**src/rtl/CPU_package.sv**
```systemverilog
// Shared CPU definitions: datapath width and the ALU opcode encoding used by
// the Logic unit and every front end that drives it.
// No ports; consumed by logic_issue_ctrl and its interface.
package CPU_package;

  localparam int DATA_WIDTH = 8;

  // AND/OR/XOR/NOT/CPR are the Logic unit's operations; ADD/SUB belong to the
  // arithmetic unit and are reported as errors if they reach this controller.
  typedef enum logic [2:0] {
    ALU_OP_AND = 3'd0,
    ALU_OP_OR  = 3'd1,
    ALU_OP_XOR = 3'd2,
    ALU_OP_NOT = 3'd3,
    ALU_OP_CPR = 3'd4,
    ALU_OP_ADD = 3'd5,
    ALU_OP_SUB = 3'd6
  } enum_alu_opcode_t;

endpackage

```
**src/rtl/logic_issue_ctrl_if.sv**
```systemverilog
// Instruction and response channels between decode and the logic issue controller.
// Instruction channel: instr_valid/instr_ready plus op, rd, ra, rb.
// Response channel: rsp_valid/rsp_ready plus data, flag and error.
interface logic_issue_ctrl_if #(
  parameter int DATA_WIDTH = 8,
  parameter int REG_AW     = 2
);
  import CPU_package::*;

  logic                  instr_valid;
  logic                  instr_ready;
  enum_alu_opcode_t      instr_op;
  logic [REG_AW-1:0]     instr_rd;
  logic [REG_AW-1:0]     instr_ra;
  logic [REG_AW-1:0]     instr_rb;

  logic                  rsp_valid;
  logic                  rsp_ready;
  logic [DATA_WIDTH-1:0] rsp_data;
  logic [2:0]            rsp_flag;
  logic                  rsp_err;

  // Decode side.
  modport master (
    output instr_valid, instr_op, instr_rd, instr_ra, instr_rb, rsp_ready,
    input  instr_ready, rsp_valid, rsp_data, rsp_flag, rsp_err
  );

  // Controller side.
  modport slave (
    input  instr_valid, instr_op, instr_rd, instr_ra, instr_rb, rsp_ready,
    output instr_ready, rsp_valid, rsp_data, rsp_flag, rsp_err
  );

endinterface

```
**src/rtl/logic_issue_ctrl.sv**
```systemverilog
// Sequential front end for the Logic unit: accepts an instruction, reads two
// operands from a small local register file, drives the Logic unit, captures
// the result or compare flags, writes back and returns a response.
// Ports: clk/rst; bus (slave modport: instruction and response handshakes);
// ld_* register preload; alu_a/alu_b/alu_opcode out to the Logic unit;
// alu_result/alu_flag back from it; flag_eq/gt/lt of the last CPR; busy.
module logic_issue_ctrl
  import CPU_package::*;
#(
  parameter int DATA_WIDTH = 8,
  parameter int NUM_REGS   = 4,
  parameter int REG_AW     = 2
) (
  input  logic                  clk,
  input  logic                  rst,
  logic_issue_ctrl_if.slave     bus,
  input  logic                  ld_en,
  input  logic [REG_AW-1:0]     ld_addr,
  input  logic [DATA_WIDTH-1:0] ld_data,
  output logic [DATA_WIDTH-1:0] alu_a,
  output logic [DATA_WIDTH-1:0] alu_b,
  output enum_alu_opcode_t      alu_opcode,
  input  logic [DATA_WIDTH-1:0] alu_result,
  input  logic [2:0]            alu_flag,
  output logic                  flag_eq,
  output logic                  flag_gt,
  output logic                  flag_lt,
  output logic                  busy
);

  typedef enum logic [1:0] {
    S_IDLE,
    S_EXEC,
    S_WB,
    S_RESP
  } state_t;

  state_t                state;
  logic [REG_AW-1:0]     rd_q;
  logic [DATA_WIDTH-1:0] rf [NUM_REGS];

  logic                  rsp_valid_q;
  logic [DATA_WIDTH-1:0] rsp_data_q;
  logic [2:0]            rsp_flag_q;
  logic                  rsp_err_q;

  assign bus.instr_ready = (state == S_IDLE);
  assign busy            = (state != S_IDLE);
  assign bus.rsp_valid   = rsp_valid_q;
  assign bus.rsp_data    = rsp_data_q;
  assign bus.rsp_flag    = rsp_flag_q;
  assign bus.rsp_err     = rsp_err_q;

  always_ff @(posedge clk) begin
    if (rst) begin
      state       <= S_IDLE;
      rd_q        <= '0;
      for (int i = 0; i < NUM_REGS; i++) rf[i] <= '0;
      alu_a       <= '0;
      alu_b       <= '0;
      alu_opcode  <= ALU_OP_AND;
      rsp_valid_q <= 1'b0;
      rsp_data_q  <= '0;
      rsp_flag_q  <= 3'b000;
      rsp_err_q   <= 1'b0;
      flag_eq     <= 1'b0;
      flag_gt     <= 1'b0;
      flag_lt     <= 1'b0;
    end else begin
      // Preload first so that a writeback to the same address in this
      // cycle, assigned later in the block, takes precedence.
      if (ld_en) rf[ld_addr] <= ld_data;

      case (state)
        S_IDLE: begin
          if (bus.instr_valid) begin
            // Operand read uses pre-edge contents; no forwarding from ld_*.
            rd_q       <= bus.instr_rd;
            alu_a      <= rf[bus.instr_ra];
            alu_b      <= rf[bus.instr_rb];
            alu_opcode <= bus.instr_op;
            state      <= S_EXEC;
          end
        end

        // ALU inputs stay put for a full cycle so the Logic unit settles.
        S_EXEC: state <= S_WB;

        S_WB: begin
          rsp_valid_q <= 1'b1;
          rsp_data_q  <= '0;
          rsp_flag_q  <= 3'b000;
          rsp_err_q   <= 1'b0;
          state       <= S_RESP;
          case (alu_opcode)
            ALU_OP_AND, ALU_OP_OR, ALU_OP_XOR, ALU_OP_NOT: begin
              rf[rd_q]   <= alu_result;
              rsp_data_q <= alu_result;
            end
            ALU_OP_CPR: begin
              rsp_flag_q <= alu_flag;
              flag_eq    <= alu_flag[2];
              flag_gt    <= alu_flag[1];
              flag_lt    <= alu_flag[0];
            end
            default: rsp_err_q <= 1'b1;
          endcase
        end

        S_RESP: begin
          if (bus.rsp_ready) begin
            rsp_valid_q <= 1'b0;
            state       <= S_IDLE;
          end
        end

        default: state <= S_IDLE;
      endcase
    end
  end

endmodule
```
**src/flat_wrapper.sv**
```systemverilog
// flat-port wrapper written by rule: the top's interface ports become plain ports
module logic_issue_ctrl_flat import CPU_package::*;
#(
  parameter int DATA_WIDTH = 8,
  parameter int NUM_REGS   = 4,
  parameter int REG_AW     = 2
)
  (clk, rst, ld_en, ld_addr, ld_data, alu_a, alu_b, alu_opcode, alu_result, alu_flag, flag_eq, flag_gt, flag_lt, busy, bus_instr_valid, bus_instr_op, bus_instr_rd, bus_instr_ra, bus_instr_rb, bus_rsp_ready, bus_instr_ready, bus_rsp_valid, bus_rsp_data, bus_rsp_flag, bus_rsp_err);
  logic_issue_ctrl_if #(.DATA_WIDTH(DATA_WIDTH), .REG_AW(REG_AW)) bus_i ();
  input  logic clk;
  input  logic rst;
  input  logic ld_en;
  input  logic [REG_AW-1:0] ld_addr;
  input  logic [DATA_WIDTH-1:0] ld_data;
  output logic [DATA_WIDTH-1:0] alu_a;
  output logic [DATA_WIDTH-1:0] alu_b;
  output enum_alu_opcode_t alu_opcode;
  input  logic [DATA_WIDTH-1:0] alu_result;
  input  logic [2:0] alu_flag;
  output logic flag_eq;
  output logic flag_gt;
  output logic flag_lt;
  output logic busy;
  input wire logic [$bits(bus_i.instr_valid)-1:0] bus_instr_valid;
  input wire logic [$bits(bus_i.instr_op)-1:0] bus_instr_op;
  input wire logic [$bits(bus_i.instr_rd)-1:0] bus_instr_rd;
  input wire logic [$bits(bus_i.instr_ra)-1:0] bus_instr_ra;
  input wire logic [$bits(bus_i.instr_rb)-1:0] bus_instr_rb;
  input wire logic [$bits(bus_i.rsp_ready)-1:0] bus_rsp_ready;
  output wire logic [$bits(bus_i.instr_ready)-1:0] bus_instr_ready;
  output wire logic [$bits(bus_i.rsp_valid)-1:0] bus_rsp_valid;
  output wire logic [$bits(bus_i.rsp_data)-1:0] bus_rsp_data;
  output wire logic [$bits(bus_i.rsp_flag)-1:0] bus_rsp_flag;
  output wire logic [$bits(bus_i.rsp_err)-1:0] bus_rsp_err;
  assign bus_i.instr_valid = bus_instr_valid;
  assign bus_i.instr_op = bus_instr_op;
  assign bus_i.instr_rd = bus_instr_rd;
  assign bus_i.instr_ra = bus_instr_ra;
  assign bus_i.instr_rb = bus_instr_rb;
  assign bus_i.rsp_ready = bus_rsp_ready;
  assign bus_instr_ready = bus_i.instr_ready;
  assign bus_rsp_valid = bus_i.rsp_valid;
  assign bus_rsp_data = bus_i.rsp_data;
  assign bus_rsp_flag = bus_i.rsp_flag;
  assign bus_rsp_err = bus_i.rsp_err;
  logic_issue_ctrl #(.DATA_WIDTH(DATA_WIDTH), .NUM_REGS(NUM_REGS), .REG_AW(REG_AW)) u_core (.clk(clk), .rst(rst), .bus(bus_i), .ld_en(ld_en), .ld_addr(ld_addr), .ld_data(ld_data), .alu_a(alu_a), .alu_b(alu_b), .alu_opcode(alu_opcode), .alu_result(alu_result), .alu_flag(alu_flag), .flag_eq(flag_eq), .flag_gt(flag_gt), .flag_lt(flag_lt), .busy(busy));
endmodule
```
**config.mk**
```make
export PLATFORM = sky130hd
export DESIGN_NAME = logic_issue_ctrl_flat
export DESIGN_NICKNAME = d
export VERILOG_FILES = /design/src/rtl/CPU_package.sv /design/src/rtl/logic_issue_ctrl_if.sv /design/src/rtl/logic_issue_ctrl.sv /design/src/flat_wrapper.sv
export SDC_FILE = /design/constraint.sdc
export NUM_CORES = 1
export LEC_CHECK = 0
export CAP_MARGIN = 20
export CORE_MARGIN = 3
export CORE_UTILIZATION = 26
export CTS_CLUSTER_DIAMETER = 150
export CTS_CLUSTER_SIZE = 40
export DETAILED_ROUTE_END_ITERATION = 16
export RECOVER_POWER = 50
export SLEW_MARGIN = 10
export SYNTH_ARGS = -nofsm -noshare
export SYNTH_HDL_FRONTEND = slang
export SYNTH_SLANG_ARGS = --single-unit
```
**constraint.sdc**
```tcl
create_clock -name clk -period 2 [get_ports clk]
set_input_delay 0.5 -clock clk [delete_from_list [all_inputs] [get_ports clk]]
set_output_delay 0.5 -clock clk [all_outputs]
set_load 0.02 [all_outputs]
```
## Yosys cells after proc, flatten, opt, wreduce, memory -nomap -nowiden

Memories as Yosys holds them, arrays and structs flattened. A register that Yosys moved wholly into a read port is not among the register bits.
Index checks and enable logic that the tools add are counted.

- Register bits after elaboration: 23
- RAM bits: 32
- Input port bits: 35
- Output and inout port bits: 37
- Logic and storage cells: 55
- Memories: 1

Memory list:

| memory | depth | bits a word | read ports | clocked after Yosys merged registers in | write ports | line | text |
|---|---|---|---|---|---|---|---|
| u_core.rf | 4 | 8 | 2 | 2 | 4 | logic_issue_ctrl.sv:40 | `logic [DATA_WIDTH-1:0] rf [NUM_REGS];` |

- Eq/ne operators: 9
- Multiplexer cells: 23
- Reduce and logical (&&, ||, !) cells: 12

Operator list:

| operator | number |
|---|---|
| two-way mux 8 bit | 3 |
| OR reduction 8 bit | 2 |
| two-way mux 1 bit | 13 |
| two-way mux 2 bit | 4 |
| one-hot mux 2 bit (4 select lines) | 1 |
| AND reduction 2 bit | 4 |
| equality test 3 x 2 -> 1 bit (second input constant) | 2 |
| OR reduction 5 bit | 1 |
| equality test 2 bit (second input constant) | 2 |
| inequality test 2 bit (second input constant) | 2 |
| nonzero test 2 bit | 2 |
| OR reduction 4 bit | 1 |
| equality test 3 x 1 -> 1 bit (second input constant) | 1 |
| equality test 3 bit (second input constant) | 1 |
| logical NOT 3 bit | 1 |
| two-way mux 3 bit | 1 |
| equality test 2 x 1 -> 1 bit (second input constant) | 1 |
| logical NOT 2 bit | 1 |
| one-hot mux 1 bit (2 select lines) | 1 |

## Depth between registers and ports, before layout

- Depth in word-level cells: 8
- Mapped depth: 7
- Mapped depth without buffers: 5

## Worst setup path after synthesis

No wires, ideal clock.

- Path type: input to register
- Start: input port rst
- End: memory u_core.rf[3][0] (enable)
- Setup time: 337 ps
- Arrival time: 1,409 ps
- Required time: 1,663 ps
- Slack: 255 ps
- Cell stages on the path: 4
- Buffers on the path: 2
- Cells stage by stage: buf_6 -> nor4b_1 -> buf_4 -> a311o_1

RTL lines:

| what | line | text |
|---|---|---|
| from (decl) | flat_wrapper.sv:11 | `input logic rst;` |
| to (decl) | logic_issue_ctrl.sv:40 |  |

## Final worst setup path

- Start: register u_core.state[0]
- End: output port busy

- Longest elaborated chain between the ends: 1

Ends and longest elaborated chain:

| what | line | text |
|---|---|---|
| from (decl) | logic_issue_ctrl.sv:38 | `state_t state;` |
| from (signal assigned) | logic_issue_ctrl.sv:56 | `state <= S_IDLE;` |
| from (signal assigned) | logic_issue_ctrl.sv:82 | `state <= S_EXEC;` |
| from (signal assigned) | logic_issue_ctrl.sv:87 | `S_EXEC: state <= S_WB;` |
| nonzero test 2 bit | logic_issue_ctrl.sv:48 | `assign busy = (state != S_IDLE);` |
| to (decl) | flat_wrapper.sv:23 | `output logic busy;` |

Every way passes these cells.

==> metrics.cfg <==
[final_layout]
synthToLayoutAreaGrowth_pct = 35.6
fillCellCount = 1313
antenna_cells = 0
drive_gt1_share_pct = 13.9
nNetsFinal = 445
fin_util_pct = 36.6
fin_area_sq_mm = 0.00469

[pwr]
peakVddDrop_v = 0.000368
leakage_nw = 1.79
internal-power_mw = 3.32
p_sw_mw = 1.43
netSwitchingFraction_pct = 30.1
combPwrFrac_pct = 27.4
power_density_mw_per_mm2 = 1010
p_clk_share_pct = 33.5
power_frac_seq_pct = 39.1

[setup_path]
cp-end-kind = output pin
crit_family = buffers and inverters
max_stage_delay_ns = 0.34
cp_num_buf_inv = 3
cpMostUsedCell = inv_1
r2r_start = u_core.state[0]
worstSetupPathType = reg -> out
arrival_ns = 1.41
cp.required_ns = 1.50
crit_chain = inv_1 > ha_1 > inv_1 > dlygate4sd2_1
cpMaxStageDelayCell = dfxtp_1
crit_start = u_core.state[0]
critPathLaunchType = register
cp_max_fo = 5

[sta]
period_needed_ns = 1.91
tns_ns = 0
tightestPinTransition_ns = 0.564
grt_setup_unrepaired = no
fin_crit_sh_pct = 95.3
fmax_ghz = 0.525
hold_slack_ns = 0.453
slew_viol_final = 0
finalSetupViolCount = 0
hold_viol = 0
max_slew_margin_pct = 62.4
setup_ws_ns = 0.0935
skew_ns = 0.00419

[logic_synthesis]
synth_area_sq_mm = 0.00346
synth.area.top_cells = edfxtp_1, dfxtp_1, mux4_2
yosys.cell_types.count = 31
syn_nets = 366
yosysTopAreaCell = edfxtp_1
seq_area_frac_synth_pct = 50.4
async_flop_share_pct = 0
synth_top_area_share_pct = 27.8
synth-edff-count = 32
syn_avg_cell_area_sq_um = 10.6
yosysMostFrequentCell = nand2_1
synth_seq_cells = 71
syn-instance-count = 327
synth.top_cells.by_count = nand2_1, dfxtp_1, a21oi_1, mux2i_1, edfxtp_1
yosys_warnings = 0
ys.flop_type = dfxtp_1

[floorplan]
num_io_pins = 72
core-area_sq_mm = 0.0128
die_y_um = 121
row_count = 41
dieArea_sq_mm = 0.0147
die_x_um = 121
start_util_pct = 27.0

[detailed_routing]
vias = 2575
drc = 0
wire_per_inst_um = 14.2
drtAntennaViolNets = 0
routed_wl_um = 8300
first_pass_iters = 4
drtIter0Drc = 139
via_per_inst = 4.42

[hold_path]
holdCritStartpoint = u_core.alu_a[1]
hp-class = reg -> reg

[job]
maxCapViolCount = 0

[outcome]
status = completed

[cts]
cts.sinks = 71
tritoncts = yes
numCtsBuffers = 9
htreeDepth = 3
clkLatencyLatePin_ns = 0.32
clkTransAtPathRegs_ns = 0.06
hold_buffers = 0
clockBufferDepth = 2
clockRootBuffer = clkbuf_16
post-cts-setup-buffers = 0

[grt]
antenna_found_initial = 0
grt_use_total_pct = 11.7
grt_pass1_wl_um = 13600
overflow = 0
grt_pass1_vias = 2681
grt_max_degree = 29

[place]
dpl-instance-area_sq_mm = 0.00446
dp_hpwl_um = 6670
io_buffers = 71
gp_congestion = 0.779
preCtsSetupSlack_ns = -0.0374

-- power by group through the flow --
stage | Clock, mW | Combinational (mW) | Sequential (mW)
floorplan | 0 | 0.697 | 1.98
global placement | 0 | 1.34 | 1.87
detailed placement | 0 | 1.37 | 1.88
CTS | 1.64 | 1.35 | 1.85
global route | 1.70 | 1.44 | 1.88
finish | 1.59 | 1.30 | 1.85
-- state kept, by name, indices dropped and copies added, names as in the netlist --
name and flops:
u_core.bus.rsp_valid 1, u_core.alu_a 8, u_core.rf 32, u_core.bus.rsp_err 1, u_core.bus.rsp_data 8, u_core.bus.rsp_flag 3
u_core.alu_opcode 3, u_core.flag_lt 1, u_core.state 2, u_core.flag_gt 1, u_core.rd_q 2, u_core.alu_b 8
u_core.flag_eq 1
-- cell type report --
cell class,instances,area [sq um],area share [%]
sequential,71,1740,37.1
multi-input combinational,222,1560,33.2
timing repair buffer,91,831,17.7
clock buffer,12,279,5.95
tap,172,215,4.59
inverter,11,41.3,0.880
clock inverter,4,22.5,0.480
-- what timing repair did --
item	CTS	global route
gates cloned	0	0
gates resized for setup	3	1
endpoints found under the setup margin	3	1
endpoints found under the hold margin	0	0
-- worst paths after layout --
| check | endpoint | slack [ns] | depth (start not counted) |
|---|---|---|---|
| max | busy | 0.09 | 4 |
| min | u_core.alu_a[1] | 0.45 | 2 |
| max reg2reg | u_core.rf[3][3] | 0.21 | 5 |
| min reg2reg | u_core.alu_a[1] | 0.45 | 2 |
-- cells by family after synthesis --
| family | Yosys count | share of synthesized area, % |
|---|---|---|
| AO/OA/AOI/OAI | 40 | 6.01 |
| adder cells (fa/ha/maj) | 4 | 1.45 |
| buffers and inverters | 34 | 4.52 |
| flip-flops | 71 | 50.4 |
| multiplexers | 49 | 20.0 |
| AND/OR/NAND/NOR | 129 | 17.7 |
-- worst min-delay path, cell delays in order (launching register included) --
cell     delay, ns
dfxtp_1       0.31
nand2_1       0.05
a21oi_1       0.05
-- stage by stage --
stage,cells,total power [mW]
after floorplan,327,2.67
after global routing,583,5.02
after global placement,567,3.21
after CTS,583,4.84
after detailed placement,567,3.26
final,583,4.74
-- cell usage in the layout, fill, tap and decap left out, types with 2 or more instances in the layout --
cell,instances
nor2b_1,13
edfxtp_1,32
a21oi_1,37
buf_4,11
inv_4,2
ha_1,4
dlygate4sd2_1,3
nor4b_2,2
clkbuf_1,2
mux2i_1,33
dlygate4sd3_1,3
nand2_1,85
mux4_2,16
clkbuf_16,11
clkbuf_2,7
nor2_1,12
nor3_1,3
dfxtp_1,39
clkinv_2,2
inv_1,11
and4bb_2,2
nand2b_1,3
clkdlybuf4s50_1,64
-- layer usage --
metal	track usage, %	wire (um)	up-vias	part of all wire (%)
met3	3.08	497	8	6.0
met1	14.6	3670	1196	44
li1	-	-	1300	-
met4	4.62	96	0	1.2
met2	19.4	4030	71	49
met5	0	0	-	0
Note: power is estimated with default switching activity, not from simulation.
